**src/rtl/psum_pkg.sv**
```systemverilog
// Shared types and helpers for the partial-sum write sequencer.
//
// Contents:
//   psum_state_e  - sequencer states (idle, fill, compute, row end, channel end, drain, done)
//   psum_wr_t     - one write-side transaction {en, addr, out} carried through the
//                   accumulator-latency delay line
//   ofm_w/ofm_h   - output feature map dimensions for a valid (no padding, stride 1) conv
package psum_pkg;

    typedef enum logic [2:0] {
        StIdle,
        StFill,
        StCompute,
        StRowEnd,
        StChEnd,
        StDrain,
        StDone
    } psum_state_e;

    // Address field is sized for the widest supported psum buffer; users narrow it.
    localparam int unsigned PsumAddrWMax = 16;

    typedef struct packed {
        logic                    en;
        logic [PsumAddrWMax-1:0] addr;
        logic                    out;
    } psum_wr_t;

    function automatic int unsigned ofm_w(input int unsigned ifm_w, input int unsigned k);
        return ifm_w - k + 1;
    endfunction

    function automatic int unsigned ofm_h(input int unsigned ifm_h, input int unsigned k);
        return ifm_h - k + 1;
    endfunction

endpackage

```
**src/rtl/psum_wr_seq_delay_line.sv**
```systemverilog
// psum_delay_line: Depth-stage shift register for write transactions. Aligns the psum
// write strobe/address/output tag with the accumulator pipeline. Shifts every cycle.
//
// Ports:
//   clk2  - clock
//   rst_n - asynchronous active-low reset, clears every stage
//   wr_i  - transaction entering the pipe (the registered read side)
//   wr_o  - transaction leaving the pipe Depth cycles later
module psum_delay_line
    import psum_pkg::*;
#(
    parameter int unsigned Depth = 2
) (
    input  logic     clk2,
    input  logic     rst_n,
    input  psum_wr_t wr_i,
    output psum_wr_t wr_o
);

    psum_wr_t stage_q [Depth];

    always_ff @(posedge clk2 or negedge rst_n) begin
        if (!rst_n) begin
            for (int i = 0; i < Depth; i++) begin
                stage_q[i] <= '0;
            end
        end else begin
            stage_q[0] <= wr_i;
            for (int i = 1; i < Depth; i++) begin
                stage_q[i] <= stage_q[i-1];
            end
        end
    end

    assign wr_o = stage_q[Depth-1];

endmodule

```
**src/rtl/psum_wr_seq.sv**
```systemverilog
// psum_wr_seq: partial-sum write sequencer for the PE-array output path.
// Walks the IFM row by row for each input channel and issues psum SRAM read strobes and
// addresses; write strobes follow the reads through an ACC_LAT-deep delay line.
// The first channel reads as zero (rd_clr), the last channel routes to the output FIFO
// (wr_out).
//
// Optional feature: define PSUM_ABORT_EN to add the 'abort' input, which sends any active
// run straight to DRAIN so in-flight writes retire and done pulses.
//
// Ports:
//   clk2, rst_n        - clock, asynchronous active-low reset
//   start_conv         - start pulse, only honoured in IDLE
//   cfg_num_ch         - channel count captured at start (0 -> 1, clamped to NUM_CH_MAX)
//   pix_valid          - one IFM pixel column processed this cycle
//   abort              - (PSUM_ABORT_EN only) abandon the run
//   rd_en/rd_addr/rd_clr   - psum read strobe, address, first-channel zero select
//   wr_en/wr_addr/wr_out   - psum write strobe, address, last-channel FIFO select
//   busy, done         - run in progress, one-cycle completion pulse
//   ch_idx             - current input channel
// ADDR_W must cover OFM_W*OFM_H addresses and be no wider than PsumAddrWMax.
module psum_wr_seq
    import psum_pkg::*;
#(
    parameter int unsigned NUM_CH_MAX  = 16,
    parameter int unsigned IFM_W       = 9,
    parameter int unsigned IFM_H       = 9,
    parameter int unsigned KERNEL_SIZE = 3,
    parameter int unsigned ACC_LAT     = 2,
    parameter int unsigned ADDR_W      = 10
) (
    input  logic                              clk2,
    input  logic                              rst_n,
    input  logic                              start_conv,
    input  logic [$clog2(NUM_CH_MAX+1)-1:0]   cfg_num_ch,
    input  logic                              pix_valid,
`ifdef PSUM_ABORT_EN
    input  logic                              abort,
`endif
    output logic                              rd_en,
    output logic [ADDR_W-1:0]                 rd_addr,
    output logic                              rd_clr,
    output logic                              wr_en,
    output logic [ADDR_W-1:0]                 wr_addr,
    output logic                              wr_out,
    output logic                              busy,
    output logic                              done,
    output logic [$clog2(NUM_CH_MAX)-1:0]     ch_idx
);

    localparam int unsigned CfgW   = $clog2(NUM_CH_MAX + 1);
    localparam int unsigned ChW    = $clog2(NUM_CH_MAX);
    localparam int unsigned ColW   = (IFM_W > 1) ? $clog2(IFM_W) : 1;
    localparam int unsigned RowW   = (IFM_H > 1) ? $clog2(IFM_H) : 1;
    localparam int unsigned DrainW = (ACC_LAT > 1) ? $clog2(ACC_LAT) : 1;
    localparam int unsigned OfmW   = ofm_w(IFM_W, KERNEL_SIZE);

    // A 1x1 kernel has no rows to pre-fill.
    localparam psum_state_e StFirst = psum_state_e'((KERNEL_SIZE > 1) ? StFill : StCompute);

    psum_state_e         state_q;
    logic [ColW-1:0]     col_q;
    logic [RowW-1:0]     row_q;
    logic [ADDR_W-1:0]   addr_q;
    logic [ChW-1:0]      ch_q;
    logic [CfgW-1:0]     num_ch_q;
    logic [DrainW-1:0]   drain_q;
    logic                rd_en_q;
    logic [ADDR_W-1:0]   rd_addr_q;
    logic                rd_clr_q;
    logic                rd_last_q;
    logic                busy_q;
    logic                done_q;

    logic [CfgW-1:0]     num_ch_cfg;
    logic                col_last;
    logic                row_last;
    logic                last_ch;

    always_comb begin
        num_ch_cfg = cfg_num_ch;
        if (cfg_num_ch == '0) begin
            num_ch_cfg = CfgW'(1);
        end else if (cfg_num_ch > CfgW'(NUM_CH_MAX)) begin
            num_ch_cfg = CfgW'(NUM_CH_MAX);
        end
    end

    assign col_last = (col_q == ColW'(IFM_W - 1));
    assign row_last = (row_q == RowW'(IFM_H - 1));
    assign last_ch  = (CfgW'(ch_q) == (num_ch_q - CfgW'(1)));

    always_ff @(posedge clk2 or negedge rst_n) begin
        if (!rst_n) begin
            state_q   <= StIdle;
            col_q     <= '0;
            row_q     <= '0;
            addr_q    <= '0;
            ch_q      <= '0;
            num_ch_q  <= '0;
            drain_q   <= '0;
            rd_en_q   <= 1'b0;
            rd_addr_q <= '0;
            rd_clr_q  <= 1'b0;
            rd_last_q <= 1'b0;
            busy_q    <= 1'b0;
            done_q    <= 1'b0;
        end else begin
            rd_en_q   <= 1'b0;
            rd_clr_q  <= 1'b0;
            rd_last_q <= 1'b0;
            done_q    <= 1'b0;

            unique case (state_q)
                StIdle: begin
                    if (start_conv) begin
                        num_ch_q <= num_ch_cfg;
                        busy_q   <= 1'b1;
                        state_q  <= StFirst;
                    end
                end

                // Rows above the first full kernel window: count columns, no strobes.
                StFill: begin
                    if (pix_valid) begin
                        if (col_last) begin
                            col_q <= '0;
                            row_q <= row_q + 1'b1;
                            if (row_q == RowW'(KERNEL_SIZE - 2)) begin
                                state_q <= StCompute;
                            end
                        end else begin
                            col_q <= col_q + 1'b1;
                        end
                    end
                end

                // Only columns with a full kernel window produce an output pixel.
                StCompute: begin
                    if (pix_valid) begin
                        if (col_q >= ColW'(IFM_W - OfmW)) begin
                            rd_en_q   <= 1'b1;
                            rd_addr_q <= addr_q;
                            rd_clr_q  <= (ch_q == '0);
                            rd_last_q <= last_ch;
                            addr_q    <= addr_q + 1'b1;
                        end
                        if (col_last) begin
                            col_q   <= '0;
                            state_q <= StRowEnd;
                        end else begin
                            col_q <= col_q + 1'b1;
                        end
                    end
                end

                StRowEnd: begin
                    row_q   <= row_q + 1'b1;
                    state_q <= row_last ? StChEnd : StCompute;
                end

                StChEnd: begin
                    addr_q <= '0;
                    row_q  <= '0;
                    col_q  <= '0;
                    if (last_ch) begin
                        drain_q <= '0;
                        state_q <= StDrain;
                    end else begin
                        ch_q    <= ch_q + 1'b1;
                        state_q <= StFirst;
                    end
                end

                // Give the delay line ACC_LAT cycles to retire the last writes.
                StDrain: begin
                    if (drain_q == DrainW'(ACC_LAT - 1)) begin
                        done_q  <= 1'b1;
                        state_q <= StDone;
                    end else begin
                        drain_q <= drain_q + 1'b1;
                    end
                end

                StDone: begin
                    busy_q  <= 1'b0;
                    ch_q    <= '0;
                    drain_q <= '0;
                    state_q <= StIdle;
                end

                default: state_q <= StIdle;
            endcase

`ifdef PSUM_ABORT_EN
            // DRAIN and DONE are already finishing; re-entering DRAIN there would only
            // postpone done. The read that would have issued this cycle is dropped.
            if (abort && (state_q inside {StFill, StCompute, StRowEnd, StChEnd})) begin
                state_q   <= StDrain;
                drain_q   <= '0;
                rd_en_q   <= 1'b0;
                rd_clr_q  <= 1'b0;
                rd_last_q <= 1'b0;
                col_q     <= '0;
                row_q     <= '0;
                addr_q    <= '0;
            end
`endif
        end
    end

    psum_wr_t wr_in;
    psum_wr_t wr_dly;

    always_comb begin
        wr_in      = '0;
        wr_in.en   = rd_en_q;
        wr_in.addr = PsumAddrWMax'(rd_addr_q);
        wr_in.out  = rd_last_q;
    end

    psum_delay_line #(
        .Depth (ACC_LAT)
    ) u_delay_line (
        .clk2  (clk2),
        .rst_n (rst_n),
        .wr_i  (wr_in),
        .wr_o  (wr_dly)
    );

    // Upper address bits beyond ADDR_W are always zero.
    logic unused_wr_addr;
    assign unused_wr_addr = ^wr_dly.addr;

    assign rd_en   = rd_en_q;
    assign rd_addr = rd_addr_q;
    assign rd_clr  = rd_clr_q;
    assign wr_en   = wr_dly.en;
    assign wr_addr = wr_dly.addr[ADDR_W-1:0];
    assign wr_out  = wr_dly.out;
    assign busy    = busy_q;
    assign done    = done_q;
    assign ch_idx  = ch_q;

endmodule
```
**config.mk**
```make
export PLATFORM = sky130hd
export DESIGN_NAME = psum_wr_seq
export DESIGN_NICKNAME = d
export VERILOG_FILES = /design/src/rtl/psum_pkg.sv /design/src/rtl/psum_wr_seq_delay_line.sv /design/src/rtl/psum_wr_seq.sv
export SDC_FILE = /design/constraint.sdc
export NUM_CORES = 1
export LEC_CHECK = 0
export CORE_AREA = 10 10 90 92
export CTS_CLUSTER_DIAMETER = 50
export CTS_CLUSTER_SIZE = 12
export DETAILED_ROUTE_END_ITERATION = 16
export DIE_AREA = 0 0 100 102
export MAX_ROUTING_LAYER = met4
export PLACE_DENSITY = 0.81
export SLEW_MARGIN = 20
export SYNTH_ARGS = -nofsm -noshare
export SYNTH_HDL_FRONTEND = slang
export SYNTH_SLANG_ARGS = --single-unit
```
**constraint.sdc**
```tcl
create_clock -name clk2 -period 4.7 [get_ports clk2]
set_clock_uncertainty 0.1 [all_clocks]
set_input_delay 0.705 -clock clk2 [delete_from_list [all_inputs] [get_ports clk2]]
set_output_delay 0.705 -clock clk2 [all_outputs]
set_load 0.03 [all_outputs]
```
==> summary.txt, run 1 <==
Clocking
  – Post-cts resize count: 0
  – H-tree depth: 3
  – CTS Hold Buffers Added: 0
  – # clock sinks: 70
  – Number of post-CTS setup repair buffers: 0
  – Clock-pin slew on the worst setup and hold paths: about 0.07 ns
  – CTS tree: yes
  – Clock root cell: clkbuf_8
  – Inserted Clock Buffers: 9
  – Maximum buffer depth of the clock tree: 2
  – Insertion delay to the later sink of the worst-skew pair: between 0.3 and 0.4 ns

Floorplan
  – Placeable core area: approximately 6300 sq um
  – Die area: 10200 sq um
  – Die Height: 102 um
  – Initial Util: 48.9%
  – Row cnt: 29
  – I/O pin count: 39
  – Die Width: roughly 100 um

Logic synthesis
  – EDFF count, synth: 0
  – Synthesized flop and latch total: 70
  – Synthesized Nets: between 300 and 400
  – Avg Inst Size Synth: 10.7 sq um
  – Post-synthesis sequential area ratio: approximately 57%
  – Commonest cells in the netlist: dfrtp_1 (70), nand2_1 (45), nor2_1 (17)
  – Post-synth ARST share: between 90% and 100%
  – Yosys cell types: 45
  – YS warnings: 0
  – Synth Cell Area: 3070 sq um
  – Post-Syn Instances: 288
  – Post-synth top area share: 57.1%
  – Top-count cell post-synth: dfrtp_1
  – Synth area leaders: dfrtp_1 (57%), nand2_1 (5.5%), ha_1 (4.1%), xnor2_1 (2.9%), buf_4 (2.7%)
  – Largest area contributor in the netlist: dfrtp_1
  – Top_reg_cell synth: dfrtp_1

Global routing
  – Total GRT Usage: 12.0%
  – Grt ovf: 0
  – First-pass GRT wire length: 9600 um
  – Vias in the first global route: 2011
  – Pin count of the biggest net entering global routing: 40
  – Antenna violations before repair: 0

Placement
  – IO buf count: 38
  – RePlAce Congestion: 0.834
  – HPWL after DPL: between 4000 and 5000 um
  – Cell Area, Placed: about 3400 sq um

Detailed routing
  – DRT Wirelength: between 5000 and 6000 um
  – Drt first pass iters: 4
  – Iter 0 DRT Violations: between 100 and 150
  – Residual DRC: 0
  – Final ANT Viol Nets: 0
  – Drt via density: between 5 and 6
  – Routed wire per std cell: between 10 and 15 um
  – Via count: around 2100

STA
  – Final min period: approximately 2.5 ns
  – Unrepaired setup endpoints after global routing: false
  – Slew @ Worst Pin: approximately 1.1 ns
  – Total negative setup slack: 0 ns
  – Final period util: approximately 53%
  – Hold slack final: about 0.25 ns
  – Final setup violation count: 0
  – Relative slew slack: ~27%
  – Slew Viols, Final: 0
  – FMAX: 0.398 GHz
  – Final hold vios: 0

Power
  – Max VDD drop: between 0.0004 and 0.0005 V
  – Leak: around 1.6 nW
  – P per Cell Area: a little over 500 nW/um^2

Finish
  – Antenna cells: 0
  – Layout area overhead: 17.1%
  – Share of cells above drive strength 1: 7.41%
  – Fin nets: ~340
  – Register area: 1750 sq um
  – Post-route cell area: between 3000 and 4000 sq um
  – Area of the multi-input gates: 1140 sq um
  – Final-layout fill cell count: ~520

Setup path
  – Worst setup EP type: flop
  – CP Launch Type: input port
  – Setup CP Type: in2reg
  – Crit path DAT: approximately 2.6 ns
  – CP Max Fanout: 21
  – Worst Path Required: ~4.8 ns

Hold path
  – Worst Hold Class: reg2reg

Outcome
  – Status: complete, no violations

Job
  – Max cap viols: 0
## power breakdown
part / internal, mW / leakage, nW / total [mW] / switching (mW)
registers: 0.747 / 0.913 / 0.879 / 0.132
logic: 0.237 / 0.629 / 0.567 / 0.330
clock network: 0.189 / 0.0820 / 0.408 / 0.219
total: 1.17 / 1.62 / 1.85 / 0.681
## through the flow
stage	util [%]	setup slack (ns)	total power, mW	std cells
6_report	57.2	2.19	1.85	401
4_1_cts	57.2	2.20	1.87	401
5_1_grt	57.2	1.97	1.98	401
3_5_place_dp	54.6	1.84	1.46	385
3_3_place_gp	54.6	1.89	1.43	385
2_1_floorplan	-	2.80	1.28	288
## layer usage
layer	vias to the layer above	global-route usage (%)	part of all wire, %
met2	53	19.0	49
li1	1033	-	-
met5	-	-	0
met4	0	5.22	1.5
met3	10	4.52	6.2
met1	1003	13.5	44
## placed cells by master (no fill, tap or decap), types with 2 or more instances in the layout
master	Yosys	routed
nor2_1	17	17
a21oi_1	11	11
a221oi_1	3	3
clkdlybuf4s50_1	0	37
nand4_1	3	3
nand2_1	45	45
o31ai_1	2	2
clkbuf_8	0	9
xor2_1	4	4
ha_1	10	10
nor4_1	3	3
nor2b_1	4	4
clkinvlp_4	0	2
a21o_1	2	2
nand3_1	8	8
xnor2_1	10	10
clkinv_2	0	3
o21ai_0	16	16
and3b_1	2	2
a211o_1	2	2
dfrtp_1	70	70
and4_1	2	2
a22o_1	2	2
nor2_2	2	2
nor3_1	9	9
nand2b_1	8	8
inv_1	15	15
## path summary, 6_finish.rpt
check | slack (ns) | endpoint | cells after the start | start
worst max-delay path | 2.19 | addr_q[4]$_DFFE_PN0P_ | 6 | pix_valid
worst min-delay path | 0.25 | u_delay_line.wr_o[9]$_DFF_PN0_ | 0 | u_delay_line.stage_q[27]$_DFF_PN0_
worst max register to register | 2.22 | addr_q[4]$_DFFE_PN0P_ | 8 | col_q[0]$_DFFE_PN0P_
worst min register to register | 0.25 | u_delay_line.wr_o[9]$_DFF_PN0_ | 0 | u_delay_line.stage_q[27]$_DFF_PN0_
max in group asynchronous | 3.24 | u_delay_line.wr_o[0]$_DFF_PN0_ | 2 | rst_n
min in group asynchronous | 0.33 | rd_addr[6]$_DFFE_PN0P_ | 1 | rst_n
## registers in the layout (all words and copies together) (netlist names)
name,flops
u_delay_line.wr_o,12
u_delay_line.stage_q,12
busy,1
ch_idx,4
row_q,4
rd_last_q,1
rd_addr,10
drain_q,1
addr_q,10
col_q,4
done,1
num_ch_q,5
rd_en,1
rd_clr,1
state_q,3
## cell type report
class	instances	area share, %
clock buffers	10	3.55
flip-flops and latches	70	48.7
repair buffers	39	10.7
well taps	77	2.68
clock inverters	6	1.08
multi-input cells	184	31.7
inverters	15	1.57
## critical path: stages
cell and delay (ns):
clkdlybuf4s50_1 0.52, nand4b_2 0.45, inv_1 0.55, nand4_1 0.17, xor2_1 0.15, nor2_1 0.05
## logic make-up after synthesis
group | count (synthesis) | share of synthesized area, %
xor gates and xnor gates | 14 | 4.00
DFF | 70 | 57.1
adders and majority gates | 10 | 4.08
and+or+nand+nor | 111 | 17.9
buffers and inverters | 34 | 5.75
AOI/OAI and AO/OA | 48 | 10.8
muxes | 1 | 0.367
(Power assumes the default switching activity.)
==> run 2: changes to the inputs <==
Settings changed: CORE_AREA 10 10 90 92 to 10 10 91 93, DIE_AREA 0 0 100 102 to 0 0 101 103, PLACE_DENSITY 0.81 to 0.83.
Clock period 4.7 ns to 2.07 ns, I/O delays scaled along.
==> run 2 against run 1 <==
Against the previous run:
- critical path depth fell by 5
- via count is 2.6% higher
- non-clock buffer count is 13 higher
- first-iteration DRC count is 49% lower
- worst hold slack got worse by 0.0010 ns
- sequential cell count stayed put
- combinational power grew 150%
- utilization barely moved
- count of clock-buffer cells in the layout fell by 1
- sequential power up 120%
- register-to-register slack lost 2.1 ns
- global-route usage is 0.12 points higher
- critical path type is now reg2out
- critical endpoint is now ch_idx[1]
- highest routed layer unchanged
==> summary.txt, run 2 (synthesis results as in run 1) <==
Setup path
  – Worst setup EP type: output port
  – Worst Path Required: approximately 1.7 ns
  – Setup CP Type: reg2out
  – Worst path cell trace: clkdlybuf4s50_1
  – CP peak stage delay: ~0.73 ns
  – CP max stage cell: clkdlybuf4s50_1
  – CP Launch Type: flop
  – Critical path buffer and inverter count: 1
  – CP Max Fanout: 6
  – Crit path DAT: around 1.6 ns
  – Top Family by Delay on Critical Path: buffers and inverters

Finish
  – Most frequent cells in the layout: dfrtp_1 (70), nand2_1 (45), clkdlybuf4s50_1 (37)
  – Post-route cell area: 3760 sq um
  – Fin cells: around 420
  – Antenna cells: 0
  – Final-layout fill cell count: about 540
  – Fin nets: 351
  – Register area: between 1500 and 2000 sq um
  – Share of cells above drive strength 1: about 11%
  – Layout area overhead: 22.6%
  – Final Util: around 57%
  – Most common cell after layout, fill and taps aside: dfrtp_1
  – Area of the multi-input gates: roughly 1100 sq um

Global routing
  – First-pass GRT wire length: between 9000 and 10000 um
  – Vias in the first global route: 2120
  – Total GRT Usage: approximately 12%
  – Pin count of the biggest net entering global routing: 71
  – Antenna violations before repair: 0
  – Grt ovf: 0

Floorplan
  – Die area: around 10000 sq um
  – Row cnt: 30
  – Die Height: a little over 100 um
  – Die Width: ~100 um
  – Initial Util: approximately 47%
  – I/O pin count: 39
  – Placeable core area: about 6600 sq um

STA
  – Final min period: 1.97 ns
  – Slew Viols, Final: 0
  – FMAX: 0.508 GHz
  – Fin worst setup slack: about 0.10 ns
  – Relative slew slack: between 70% and 80%
  – Total negative setup slack: 0 ns
  – Final hold vios: 0
  – Unrepaired setup endpoints after global routing: false
  – Slew @ Worst Pin: 0.421 ns
  – Final setup violation count: 0
  – Final period util: between 90% and 100%
  – Hold slack final: about 0.25 ns

Clocking
  – H-tree depth: 3
  – Inserted Clock Buffers: 9
  – CTS tree: yes
  – Maximum buffer depth of the clock tree: 2
  – # clock sinks: 70
  – Insertion delay to the later sink of the worst-skew pair: about 0.35 ns
  – Clock-pin slew on the worst setup and hold paths: 0.07 ns
  – Clock root cell: clkbuf_8

Placement
  – HPWL after DPL: about 4100 um
  – Cells after DPL: around 400
  – RePlAce Congestion: roughly 0.84
  – IO buf count: 38
  – Cell Area, Placed: 3520 sq um
  – Dpl ws: about 0.036 ns

Detailed routing
  – Routed wire per std cell: about 14 um
  – Residual DRC: 0
  – Iter 0 DRT Violations: 73
  – Via count: between 2000 and 2500
  – DRT Wirelength: around 5800 um
  – Drt via density: just over 5
  – Final ANT Viol Nets: 0
  – Drt first pass iters: 4

Power
  – P per Cell Area: ~1200 nW/um^2
  – Final total power: roughly 4.5 mW
  – Leak: 1.72 nW
  – Max VDD drop: 0.000887 V

Hold path
  – Worst Hold Class: reg2reg

Job
  – Max cap viols: 0

Outcome
  – Status: complete, no violations
run 2: final cells by class:
class	count	area share, %
Inverter	15	1.50
Timing Repair Buffer	52	13.2
Multi-Input combinational cell	184	30.5
Clock inverter	6	2.29
Tap cell	80	2.66
Sequential cell	70	46.6
Clock buffer	9	3.29
run 2: routing by layer:
layer | part of all wire (%) | GRT usage (%) | vias to the layer above
met5 | 0 | - | -
met4 | 1.5 | 5.14 | 0
met3 | 6.9 | 4.49 | 9
met2 | 50 | 19.1 | 54
met1 | 42 | 13.8 | 1036
li1 | - | - | 1055
run 2: repair_timing:
item | in CTS | in global routing
resized for setup | 0 | 1
setup buffers | 0 | 2
endpoints found under the hold margin | 70 | 0
setup endpoints to repair | 0 | 7
hold buffers | 1 | 0
run 2: where the power goes:
part / leakage, nW / switching (mW) / internal, mW
logic: 0.700 / 0.788 / 0.605
registers: 0.913 / 0.267 / 1.70
clock network: 0.105 / 0.499 / 0.671
run 2: final timing paths:
check	from	endpoint	slack, ns	cells after the start
max in group asynchronous	rst_n	col_q[0]$_DFFE_PN0P_	1.16	3
worst min-delay path	u_delay_line.stage_q[22]$_DFF_PN0_	u_delay_line.wr_o[4]$_DFF_PN0_	0.25	0
worst min register to register	u_delay_line.stage_q[22]$_DFF_PN0_	u_delay_line.wr_o[4]$_DFF_PN0_	0.25	0
worst max register to register	num_ch_q[1]$_DFFE_PN0P_	ch_idx[2]$_DFFE_PN0P_	0.11	8
worst max-delay path	ch_idx[1]$_DFFE_PN0P_	ch_idx[1]	0.10	1
min in group asynchronous	rst_n	u_delay_line.wr_o[9]$_DFF_PN0_	0.40	3
==> run 3: changes to the inputs <==
Settings changed: PLACE_DENSITY 0.83 to 0.71.
==> run 3 against run 2 <==
Against the previous run:
- worst setup slack better by 0.0064 ns
- via count is 1.2% lower
- sequential share of layout area is 0.28 points lower
- die area stayed put
- sequential power hardly changed
- clock power is 7% higher
- sequential cell count stayed put
- routed wire length is 3.3% lower
- count of clock-buffer cells in the layout is 2 higher
- first-iteration DRC count is 30% lower
- utilization is 0.34 points higher
- largest cell class unchanged
==> summary.txt, run 3 (synthesis results as in run 1) <==
Outcome
  – Status: complete, no violations

Clocking
  – Insertion delay to the later sink of the worst-skew pair: 0.34 ns
  – Inserted Clock Buffers: 9
  – H-tree depth: 3
  – Clock-pin slew on the worst setup and hold paths: approximately 0.070 ns
  – # clock sinks: 70
  – Number of post-CTS setup repair buffers: 0
  – CTS tree: yes
  – Maximum buffer depth of the clock tree: 2
  – Clock root cell: clkbuf_8

Global routing
  – Antenna violations before repair: 0
  – Layer with the highest usage: met2
  – Total GRT Usage: 12.2%
  – Grt ovf: 0
  – Met2 Use GR: roughly a fifth
  – Pin count of the biggest net entering global routing: 71
  – M3 GR Usage: between 4 and 5%
  – First-pass GRT wire length: between 9000 and 10000 um
  – Vias in the first global route: 2171
  – Met1 Usage GRT: between 10% and 20%

Hold path
  – Hold endpoint: u_delay_line.wr_o[0]$_DFF_PN0_
  – Hold Path Cell Cnt: 0
  – Worst Hold Class: reg2reg
  – Worst Hold Launch: u_delay_line.stage_q[18]$_DFF_PN0_

Power
  – Leak: around 1.7 nW
  – P per Cell Area: about 1200 nW/um^2
  – Max VDD drop: approximately 0.0008 V

Setup path
  – Crit Reg-Reg Startpoint: num_ch_q[1]$_DFFE_PN0P_
  – Reg2reg path depth: 7
  – Crit path DAT: about 2.1 ns
  – Setup CP Type: reg2reg
  – CP Max Fanout: 10
  – R2r setup slk: about 0.11 ns
  – CP Launch Type: flop
  – Worst setup EP type: flop
  – RR Endpoint: ch_idx[1]$_DFFE_PN0P_
  – Worst Path Required: ~2.2 ns

Floorplan
  – Row cnt: 30
  – Die Width: 101 um
  – Placeable core area: around 6600 sq um
  – Initial Util: a little under half
  – Die Height: 103 um
  – I/O pin count: 39
  – Die area: 10400 sq um

STA
  – FMAX: between 0.5 and 0.6 GHz
  – Fin worst setup slack: between 0.1 and 0.15 ns
  – Final hold vios: 0
  – Unrepaired setup endpoints after global routing: true
  – Relative slew slack: 69.5%
  – Final setup violation count: 0
  – Hold slack final: 0.250 ns
  – Slew Viols, Final: 0
  – Slew @ Worst Pin: between 0.4 and 0.5 ns
  – Final min period: 1.96 ns
  – Final period util: a little over nine tenths

Detailed routing
  – Drt first pass iters: 4
  – Final ANT Viol Nets: 0
  – Drt via density: between 5 and 6
  – Via count: 2129
  – Routed wire per std cell: 13.5 um
  – DRT Wirelength: between 5000 and 6000 um
  – Iter 0 DRT Violations: between 50 and 60
  – Residual DRC: 0

Finish
  – Most frequent cells in the layout: dfrtp_1 (70), nand2_1 (45), clkdlybuf4s50_1 (37)
  – Post-route cell area: 3780 sq um
  – Layout area overhead: 23.4%
  – Share of cells above drive strength 1: ~11%
  – Fin nets: 351
  – Antenna cells: 0
  – Final Util: just under 60%
  – Most common cell after layout, fill and taps aside: dfrtp_1

Placement
  – IO buf count: 38
  – HPWL after DPL: a little over 4000 um
  – RePlAce Congestion: slightly below 0.8
  – Dpl ws: around 0.063 ns
  – Cell Area, Placed: about 3500 sq um

Job
  – Max cap viols: 0
==> run 3: cell count changes in the layout (fill, tap and decap cells not counted), sizes merged <==
cell	previous run	this run
clkbuf	9	11
inv	16	15
==> run 3: how the worst max path moves through the flow <==
stage	start	to	slack, ns	cells after the start
after detailed placement	num_ch_q[1]$_DFFE_PN0P_	ch_idx[1]$_DFFE_PN0P_	0.06	7
after global placement	pix_valid	addr_q[7]$_DFFE_PN0P_	0.10	5
after CTS	num_ch_q[1]$_DFFE_PN0P_	ch_idx[1]$_DFFE_PN0P_	0.04	7
final	num_ch_q[1]$_DFFE_PN0P_	ch_idx[1]$_DFFE_PN0P_	0.11	7
after floorplan	num_ch_q[0]$_DFFE_PN0P_	ch_idx[1]$_DFFE_PN0P_	0.17	7
after global routing	num_ch_q[0]$_DFFE_PN0P_	ch_idx[1]$_DFFE_PN0P_	-0.01	7
==> run 3: worst max-delay path, stage by stage, from the launching register on <==
cell,delay (ns)
dfrtp_1,0.37
inv_1,0.05
ha_1,0.21
nor2b_1,0.15
and3b_1,0.21
o311ai_4,0.41
o21bai_1,0.14
a32o_1,0.22
==> run 3: repair_timing <==
item	4_1_cts	5_1_grt
hold endpoints to repair	70	0
gates resized for setup	0	1
setup endpoints to repair	0	5
hold buffers	1	0
==> run 3: final cells by class <==
| cell class | count | area, sq um |
|---|---|---|
| Clock buffer | 11 | 151 |
| Clock inverter | 5 | 81.3 |
| Fill cell | 576 | 2780 |
| Inverter | 15 | 56.3 |
| Multi-Input combinational cell | 184 | 1150 |
| Sequential cell | 70 | 1750 |
| Tap cell | 80 | 100 |
| Timing Repair Buffer | 52 | 495 |
==> run 3: stage by stage <==
| step | cells | TNS (ns) | power (mW) |
|---|---|---|---|
| after CTS | 417 | 0 | 4.64 |
| after detailed placement | 400 | 0 | 3.39 |
| final | 417 | 0 | 4.60 |
| after floorplan | 288 | 0 | 2.91 |
| after global placement | 400 | 0 | 3.33 |
| after global routing | 417 | -0.0104 | 4.91 |
==> run 3: metal layers <==
| layer | share of wire [%] | vias up |
|---|---|---|
| li1 | - | 1065 |
| met1 | 46 | 1013 |
| met2 | 47 | 45 |
| met3 | 6.3 | 6 |
| met4 | 0.98 | 0 |
| met5 | 0 | - |
==> run 3: power by group <==
group	leakage [nW]	switching (mW)	internal [mW]
clock network	0.116	0.505	0.744
logic	0.701	0.778	0.616
registers	0.913	0.257	1.70
total	1.73	1.54	3.06
